--- src/rtl/inst_fetch_buffer_if.sv ---
// Fetch-side and dispatch-side signals of the instruction fetch buffer.
// The buffer uses the slave modport; the fetch source and decode side use master.
interface inst_fetch_buffer_if #(
  parameter int WAYS   = 2,
  parameter int DEPTH  = 4,
  parameter int DATA_W = 32,
  parameter int ADDR_W = 32,
  parameter int PID_W  = 2
);
  localparam int CNT_W = $clog2(DEPTH + 1);

  logic                     in_valid_i;
  logic [WAYS-1:0]          in_mask_i;
  logic [WAYS*DATA_W-1:0]   in_inst_i;
  logic [WAYS*ADDR_W-1:0]   in_addr_i;
  logic                     ready_o;
  logic                     flush_i;
  logic                     out_ready_i;
  logic [WAYS-1:0]          out_valid_o;
  logic [WAYS*DATA_W-1:0]   out_inst_o;
  logic [WAYS*ADDR_W-1:0]   out_addr_o;
  logic [WAYS*PID_W-1:0]    out_pid_o;
  logic [CNT_W-1:0]         count_o;

  modport slave (
    input  in_valid_i, in_mask_i, in_inst_i, in_addr_i, flush_i, out_ready_i,
    output ready_o, out_valid_o, out_inst_o, out_addr_o, out_pid_o, count_o
  );

  modport master (
    output in_valid_i, in_mask_i, in_inst_i, in_addr_i, flush_i, out_ready_i,
    input  ready_o, out_valid_o, out_inst_o, out_addr_o, out_pid_o, count_o
  );
endinterface

--- src/rtl/inst_fetch_buffer.sv ---
// Multi-lane in-order instruction fetch buffer: up to WAYS pushes and WAYS
// show-ahead pops per cycle over a shared circular queue, with redirect flush.
module inst_fetch_buffer #(
  parameter int WAYS   = 2,
  parameter int DEPTH  = 4,
  parameter int DATA_W = 32,
  parameter int ADDR_W = 32,
  parameter int PID_W  = 2
) (
  input  logic                 clk,
  input  logic                 reset,
  inst_fetch_buffer_if.slave   bus
);
  localparam int PTR_W = (DEPTH > 1) ? $clog2(DEPTH) : 1;
  localparam int CNT_W = $clog2(DEPTH + 1);
  localparam logic [PTR_W-1:0] PTR_MASK  = PTR_W'(DEPTH - 1);
  localparam logic [CNT_W-1:0] READY_MAX = CNT_W'(DEPTH - WAYS);
  localparam logic [CNT_W-1:0] WAYS_C    = CNT_W'(WAYS);

  function automatic logic [CNT_W-1:0] popcount(input logic [WAYS-1:0] m);
    logic [CNT_W-1:0] n;
    n = '0;
    for (int k = 0; k < WAYS; k++) n = n + CNT_W'(m[k]);
    return n;
  endfunction

  function automatic logic [PTR_W-1:0] slot_of(input logic [PTR_W-1:0] base, input int k);
    return (base + PTR_W'(k)) & PTR_MASK;
  endfunction

  logic [DATA_W-1:0] inst_mem [DEPTH];
  logic [ADDR_W-1:0] addr_mem [DEPTH];
  logic [PID_W-1:0]  pid_mem  [DEPTH];

  logic [PTR_W-1:0]  rd_ptr;
  logic [PTR_W-1:0]  wr_ptr;
  logic [CNT_W-1:0]  count;
  logic [PID_W-1:0]  pid_next;

  logic              ready;
  logic              push;
  logic              pop;
  logic [CNT_W-1:0]  n_in;
  logic [CNT_W-1:0]  n_out;

  // Acceptance is judged on pre-pop occupancy, so a full beat never waits on decode.
  always_comb begin
    ready = (count <= READY_MAX);
    push  = bus.in_valid_i & ready & ~bus.flush_i & ~reset;
    pop   = bus.out_ready_i & ~bus.flush_i & ~reset;
    n_in  = popcount(bus.in_mask_i);
    n_out = (count < WAYS_C) ? count : WAYS_C;
  end

  always_ff @(posedge clk) begin
    if (push) begin
      for (int k = 0; k < WAYS; k++) begin
        if (bus.in_mask_i[k]) begin
          inst_mem[slot_of(wr_ptr, k)] <= bus.in_inst_i[k*DATA_W +: DATA_W];
          addr_mem[slot_of(wr_ptr, k)] <= bus.in_addr_i[k*ADDR_W +: ADDR_W];
          pid_mem[slot_of(wr_ptr, k)]  <= pid_next + PID_W'(k);
        end
      end
    end
  end

  // pid_next survives a flush so program-order IDs stay monotonic across redirects.
  always_ff @(posedge clk) begin
    if (reset) begin
      rd_ptr   <= '0;
      wr_ptr   <= '0;
      count    <= '0;
      pid_next <= '0;
    end else if (bus.flush_i) begin
      rd_ptr   <= '0;
      wr_ptr   <= '0;
      count    <= '0;
    end else begin
      if (push) begin
        wr_ptr   <= (wr_ptr + PTR_W'(n_in)) & PTR_MASK;
        pid_next <= pid_next + PID_W'(n_in);
      end
      if (pop) begin
        rd_ptr <= (rd_ptr + PTR_W'(n_out)) & PTR_MASK;
      end
      count <= count + (push ? n_in : '0) - (pop ? n_out : '0);
    end
  end

  always_comb begin
    bus.ready_o     = ready | reset;
    bus.count_o     = reset ? '0 : count;
    bus.out_valid_o = '0;
    bus.out_inst_o  = '0;
    bus.out_addr_o  = '0;
    bus.out_pid_o   = '0;
    for (int k = 0; k < WAYS; k++) begin
      bus.out_valid_o[k]                = (CNT_W'(k) < count) & ~bus.flush_i & ~reset;
      bus.out_inst_o[k*DATA_W +: DATA_W] = inst_mem[slot_of(rd_ptr, k)];
      bus.out_addr_o[k*ADDR_W +: ADDR_W] = addr_mem[slot_of(rd_ptr, k)];
      bus.out_pid_o[k*PID_W +: PID_W]    = pid_mem[slot_of(rd_ptr, k)];
    end
  end
endmodule
--- src/flat_wrapper.sv ---
// flat-port wrapper written by rule: the top's interface ports become plain ports
module inst_fetch_buffer_flat 
#(
  parameter int WAYS   = 2,
  parameter int DEPTH  = 4,
  parameter int DATA_W = 32,
  parameter int ADDR_W = 32,
  parameter int PID_W  = 2
)
  (clk, reset, bus_in_valid_i, bus_in_mask_i, bus_in_inst_i, bus_in_addr_i, bus_flush_i, bus_out_ready_i, bus_ready_o, bus_out_valid_o, bus_out_inst_o, bus_out_addr_o, bus_out_pid_o, bus_count_o);
  inst_fetch_buffer_if #(.WAYS(WAYS), .DEPTH(DEPTH), .DATA_W(DATA_W), .ADDR_W(ADDR_W), .PID_W(PID_W)) bus_i ();
  input  logic clk;
  input  logic reset;
  input wire logic [$bits(bus_i.in_valid_i)-1:0] bus_in_valid_i;
  input wire logic [$bits(bus_i.in_mask_i)-1:0] bus_in_mask_i;
  input wire logic [$bits(bus_i.in_inst_i)-1:0] bus_in_inst_i;
  input wire logic [$bits(bus_i.in_addr_i)-1:0] bus_in_addr_i;
  input wire logic [$bits(bus_i.flush_i)-1:0] bus_flush_i;
  input wire logic [$bits(bus_i.out_ready_i)-1:0] bus_out_ready_i;
  output wire logic [$bits(bus_i.ready_o)-1:0] bus_ready_o;
  output wire logic [$bits(bus_i.out_valid_o)-1:0] bus_out_valid_o;
  output wire logic [$bits(bus_i.out_inst_o)-1:0] bus_out_inst_o;
  output wire logic [$bits(bus_i.out_addr_o)-1:0] bus_out_addr_o;
  output wire logic [$bits(bus_i.out_pid_o)-1:0] bus_out_pid_o;
  output wire logic [$bits(bus_i.count_o)-1:0] bus_count_o;
  assign bus_i.in_valid_i = bus_in_valid_i;
  assign bus_i.in_mask_i = bus_in_mask_i;
  assign bus_i.in_inst_i = bus_in_inst_i;
  assign bus_i.in_addr_i = bus_in_addr_i;
  assign bus_i.flush_i = bus_flush_i;
  assign bus_i.out_ready_i = bus_out_ready_i;
  assign bus_ready_o = bus_i.ready_o;
  assign bus_out_valid_o = bus_i.out_valid_o;
  assign bus_out_inst_o = bus_i.out_inst_o;
  assign bus_out_addr_o = bus_i.out_addr_o;
  assign bus_out_pid_o = bus_i.out_pid_o;
  assign bus_count_o = bus_i.count_o;
  inst_fetch_buffer #(.WAYS(WAYS), .DEPTH(DEPTH), .DATA_W(DATA_W), .ADDR_W(ADDR_W), .PID_W(PID_W)) u_core (.clk(clk), .reset(reset), .bus(bus_i));
endmodule
--- config.mk ---
export PLATFORM = sky130hd
export DESIGN_NAME = inst_fetch_buffer_flat
export DESIGN_NICKNAME = d
export VERILOG_FILES = /design/src/rtl/inst_fetch_buffer_if.sv /design/src/rtl/inst_fetch_buffer.sv /design/src/flat_wrapper.sv
export SDC_FILE = /design/constraint.sdc
export NUM_CORES = 1
export LEC_CHECK = 0
export BUFFER_PORTS_ARGS = -buffer_cell sky130_fd_sc_hd__buf_2
export CAP_MARGIN = 20
export CELL_PAD_IN_SITES_DETAIL_PLACEMENT = 1
export CELL_PAD_IN_SITES_GLOBAL_PLACEMENT = 1
export CORE_MARGIN = 2
export CORE_UTILIZATION = 52
export CTS_CLUSTER_DIAMETER = 40
export CTS_CLUSTER_SIZE = 40
export DETAILED_ROUTE_END_ITERATION = 8
export HOLD_SLACK_MARGIN = 0.1
export PLACE_DENSITY = 0.94
export SLEW_MARGIN = 20
export SYNTH_ARGS = -nofsm -noshare
export SYNTH_HDL_FRONTEND = slang
export SYNTH_SLANG_ARGS = --single-unit
export TNS_END_PERCENT = 5
--- constraint.sdc ---
create_clock -name clk -period 10.9 [get_ports clk]
set_input_delay 0 -clock clk [delete_from_list [all_inputs] [get_ports clk]]
set_output_delay 0 -clock clk [all_outputs]
set_load 0.05 [all_outputs]
==> out/metrics.yaml <==
antenna_found_initial: 3
instances_no_fill: 1701
status: "complete, no violations"
nFillCells: 2420
finClkSkew_ns: 0.0236
io_pins: 273
cts-htree-levels: 2
critical_path_class: "reg2reg"
worstPathRequired_ns: 11.16
avgSynthCellArea_um2: 18.7
drt_pass1_iterations: 5
cts_inserted_buffers: 43
drive_gt1_share_pct: 53.0
internal_power_w: 0.00222
drc: 0
worst_pin_slew_ns: 1.14
start_util_pct: 53.0
crit_family: "buffers and inverters"
ys_seq_area_share_pct: 53.4
synth-simple-area-share_pct: 1.75
reg2reg_depth: 5
ys_types: 33
fin_tns_setup_ns: 0
place.gp.congestion: 0.767
slew_headroom_pct: 24.0
slowest_delay_ns: 0.62
crit_path_end: "u_core.inst_mem[2][26]"
r2r-end: "u_core.inst_mem[2][26]"
post-route-util_pct: 70.8
wire_per_inst_um: 31.7
p_clk_share_pct: 49.1
crit_arrival_ns: 3.69
power_switching_w: 0.000697
cts_tree: "done"
powerDensity_nw_per_um2: 143
cts_root_buf: "clkbuf_16"
holdCritPathClass: "in2reg"
drt_wl_total_um: 54000
synthToLayoutAreaGrowth_pct: 33.4
synth_top_family_by_area: "multiplexers"
die_area_um2: 30700
fp-row-count: 62
grt_first_pass_wirelength_um: 79900
final_hold_viol_count: 0
grt_max_degree: 67
synth_xor_area_share_pct: 0.688
critPathBufInv: 2
p_leak_nw: 7.44
finalInstanceArea_um2: 20400
synth.net_count: 959
finalSetupViolCount: 0
drv_cap: 0
via_per_inst: 6.35
cp-startpoint: "u_core.wr_ptr[1]"
yosysWarnings: 0
whs_ns: 0.111
path_clk_slew_ns: 0.05
clockBufferDepth: 3
swShare_pct: 23.9
path_depth: 5
synth_fa_ha_area_share_pct: 0.754
fin_crit_ns: 3.43
placed_area_um2: 16900
yosys-mux-area-fraction_pct: 40.0
seqPwrFrac_pct: 40.7
port_buffers: 272
multi_input_area_um2: 6720
fmax_ghz: 0.292
placedCellCount: 1420
slew_viol_final: 0
fp.dieW_um: 175
synth_compound_area_share_pct: 0.262
worstPathMaxFanout: 35
cts_resized: 0
worst_setup_path_start_kind: "register"
cp_slowest_cell: "nand3_4"
syn_area_um2: 15300
dp_hpwl_um: 26600
r2r_setup_slack_ns: 7.47
die_h_um: 175
ant_nets: 0
cts_setup_buffers: 0
nNetsFinal: 1423
routed-via-count: 10800
p_comb_share_pct: 10.2
clock_sinks: 275
clk_latency_ns: 0.53
initialDrtViolationCount: 960
period_share_pct: 31.5
path_cells: "nor4b_4 -> nand3_4 -> buf_4 -> mux2_4 -> dlygate4sd3_1"
syn-instance-count: 816
ir_worst_vdd_mv: 0.128
grt_pass1_vias: 12400
grt_usage_pct: 35.0
core_area_um2: 28800
cts_hold_buffers: 197
rsz0062_at_grt: "no"
synth-seq-cells: 275
reg2reg_from: "u_core.wr_ptr[1]"
final-seq-area_um2: 8160
gr-total-overflow: 0
cp-end-kind: "register"
==> tightest hold or removal path, stage by stage <==
cell     delay, ns
buf_2         0.11
ha_1          0.17
ha_1          0.13
inv_1         0.04
mux2i_1       0.11
==> routing by layer <==
| layer | up-vias | share of wire [%] | track usage (%) |
|---|---|---|---|
| met5 | - | 0 | 0 |
| met4 | 0 | 3.7 | 15.8 |
| met3 | 146 | 7.5 | 6.99 |
| met2 | 686 | 53 | 63.1 |
| met1 | 5615 | 36 | 40.4 |
| li1 | 4361 | - | - |
==> cell usage in the layout (no fill, tap or decap), types with 4 or more instances in the layout <==
master / count
mux2_1: 64
inv_1: 6
clkinv_1: 5
mux4_2: 132
dfxtp_1: 7
nor2_1: 6
xnor2_1: 12
nand3_4: 4
edfxtp_1: 264
mux2_2: 142
clkbuf_1: 4
nand2_1: 5
dlygate4sd3_1: 197
clkinv_2: 4
mux2i_1: 7
buf_4: 12
mux2_4: 50
bufinv_16: 6
nor3_1: 7
ha_1: 6
clkbuf_16: 45
nand4_1: 6
dfxtp_4: 4
clkinv_4: 8
clkinvlp_4: 4
buf_2: 272
==> through the flow <==
step / setup slack (ns) / total power [W]
global route: 7.43 / 0.00298
floorplan: 4.80 / 0.00134
detailed placement: 7.68 / 0.00142
global placement: 7.79 / 0.00141
finish: 7.47 / 0.00291
CTS: 7.58 / 0.00289
==> cells in the mapped netlist <==
library cell	instances	share of area, %
mux2i_1	7	0.46
xnor2_1	12	0.69
edfxtp_1	264	52
nor4b_4	1	0.16
dfxtp_1	11	1.4
buf_4	3	0.15
buf_6	22	1.6
mux2_2	142	10
mux4_2	132	19
buf_1	10	0.25
buf_2	25	0.82
clkbuf_1	6	0.15
ha_1	6	0.49
and2_1	2	0.082
or3b_2	1	0.057
nand2b_1	2	0.082
nand3_1	6	0.20
and3_1	1	0.041
nand4_1	6	0.25
and4bb_2	1	0.082
fa_1	2	0.26
a21boi_0	1	0.049
inv_1	6	0.15
nor2b_1	3	0.12
a21o_1	1	0.049
o21ai_0	2	0.066
nor3_1	8	0.26
mux2_1	64	4.7
a21oi_1	3	0.098
nor2_1	9	0.22
nand2_1	5	0.12
mux2_4	50	4.9
or3_1	2	0.082
==> area by class of cell <==
class,instances,area share [%]
repair buffers,485,17.1
well taps,384,2.36
diodes,3,0.0369
flip-flops and latches,275,40.1
clock buffers,49,5.60
multi-input cells,469,33.0
clock inverters,30,1.70
inverters,6,0.111
==> power groups by stage <==
| stage | logic (W) | registers, W | clock network (W) |
|---|---|---|---|
| finish | 0.000296 | 0.00119 | 0.00143 |
| global route | 0.000309 | 0.00119 | 0.00149 |
| CTS | 0.000279 | 0.00119 | 0.00142 |
| detailed placement | 0.000218 | 0.00121 | 0 |
| global placement | 0.000206 | 0.00120 | 0 |
| floorplan | 0.000142 | 0.00120 | 0 |
==> how the worst min path moves through the flow <==
stage                     startpoint                 end  cells past startpoint
floorplan             bus_in_valid_i  u_core.pid_next[0]                      2
global placement         bus_flush_i     u_core.count[2]                      2
detailed placement       bus_flush_i     u_core.count[2]                      2
CTS                 bus_in_mask_i[1]    u_core.wr_ptr[0]                      5
global route        bus_in_mask_i[1]    u_core.wr_ptr[0]                      5
finish              bus_in_mask_i[1]    u_core.wr_ptr[0]                      5
==> flip-flops by register name, summed over array words and instances (netlist names), named ones only <==
name and cells:
u_core.addr_mem 128, u_core.count 3, u_core.inst_mem 128, u_core.pid_mem 8
u_core.pid_next 2, u_core.rd_ptr 2, u_core.wr_ptr 2
==> logic make-up (layout without fill, tap and decap cells) <==
logic type      after synthesis  count (layout)
compound gates                7               7
buf+inv                      72             570
flops                       275             275
xor+xnor                     12              12
mux                         395             395
simple gates                 47              47
other cells                   0               3
fa+ha+maj                     8               8
Power figures use the tool's default switching activity.
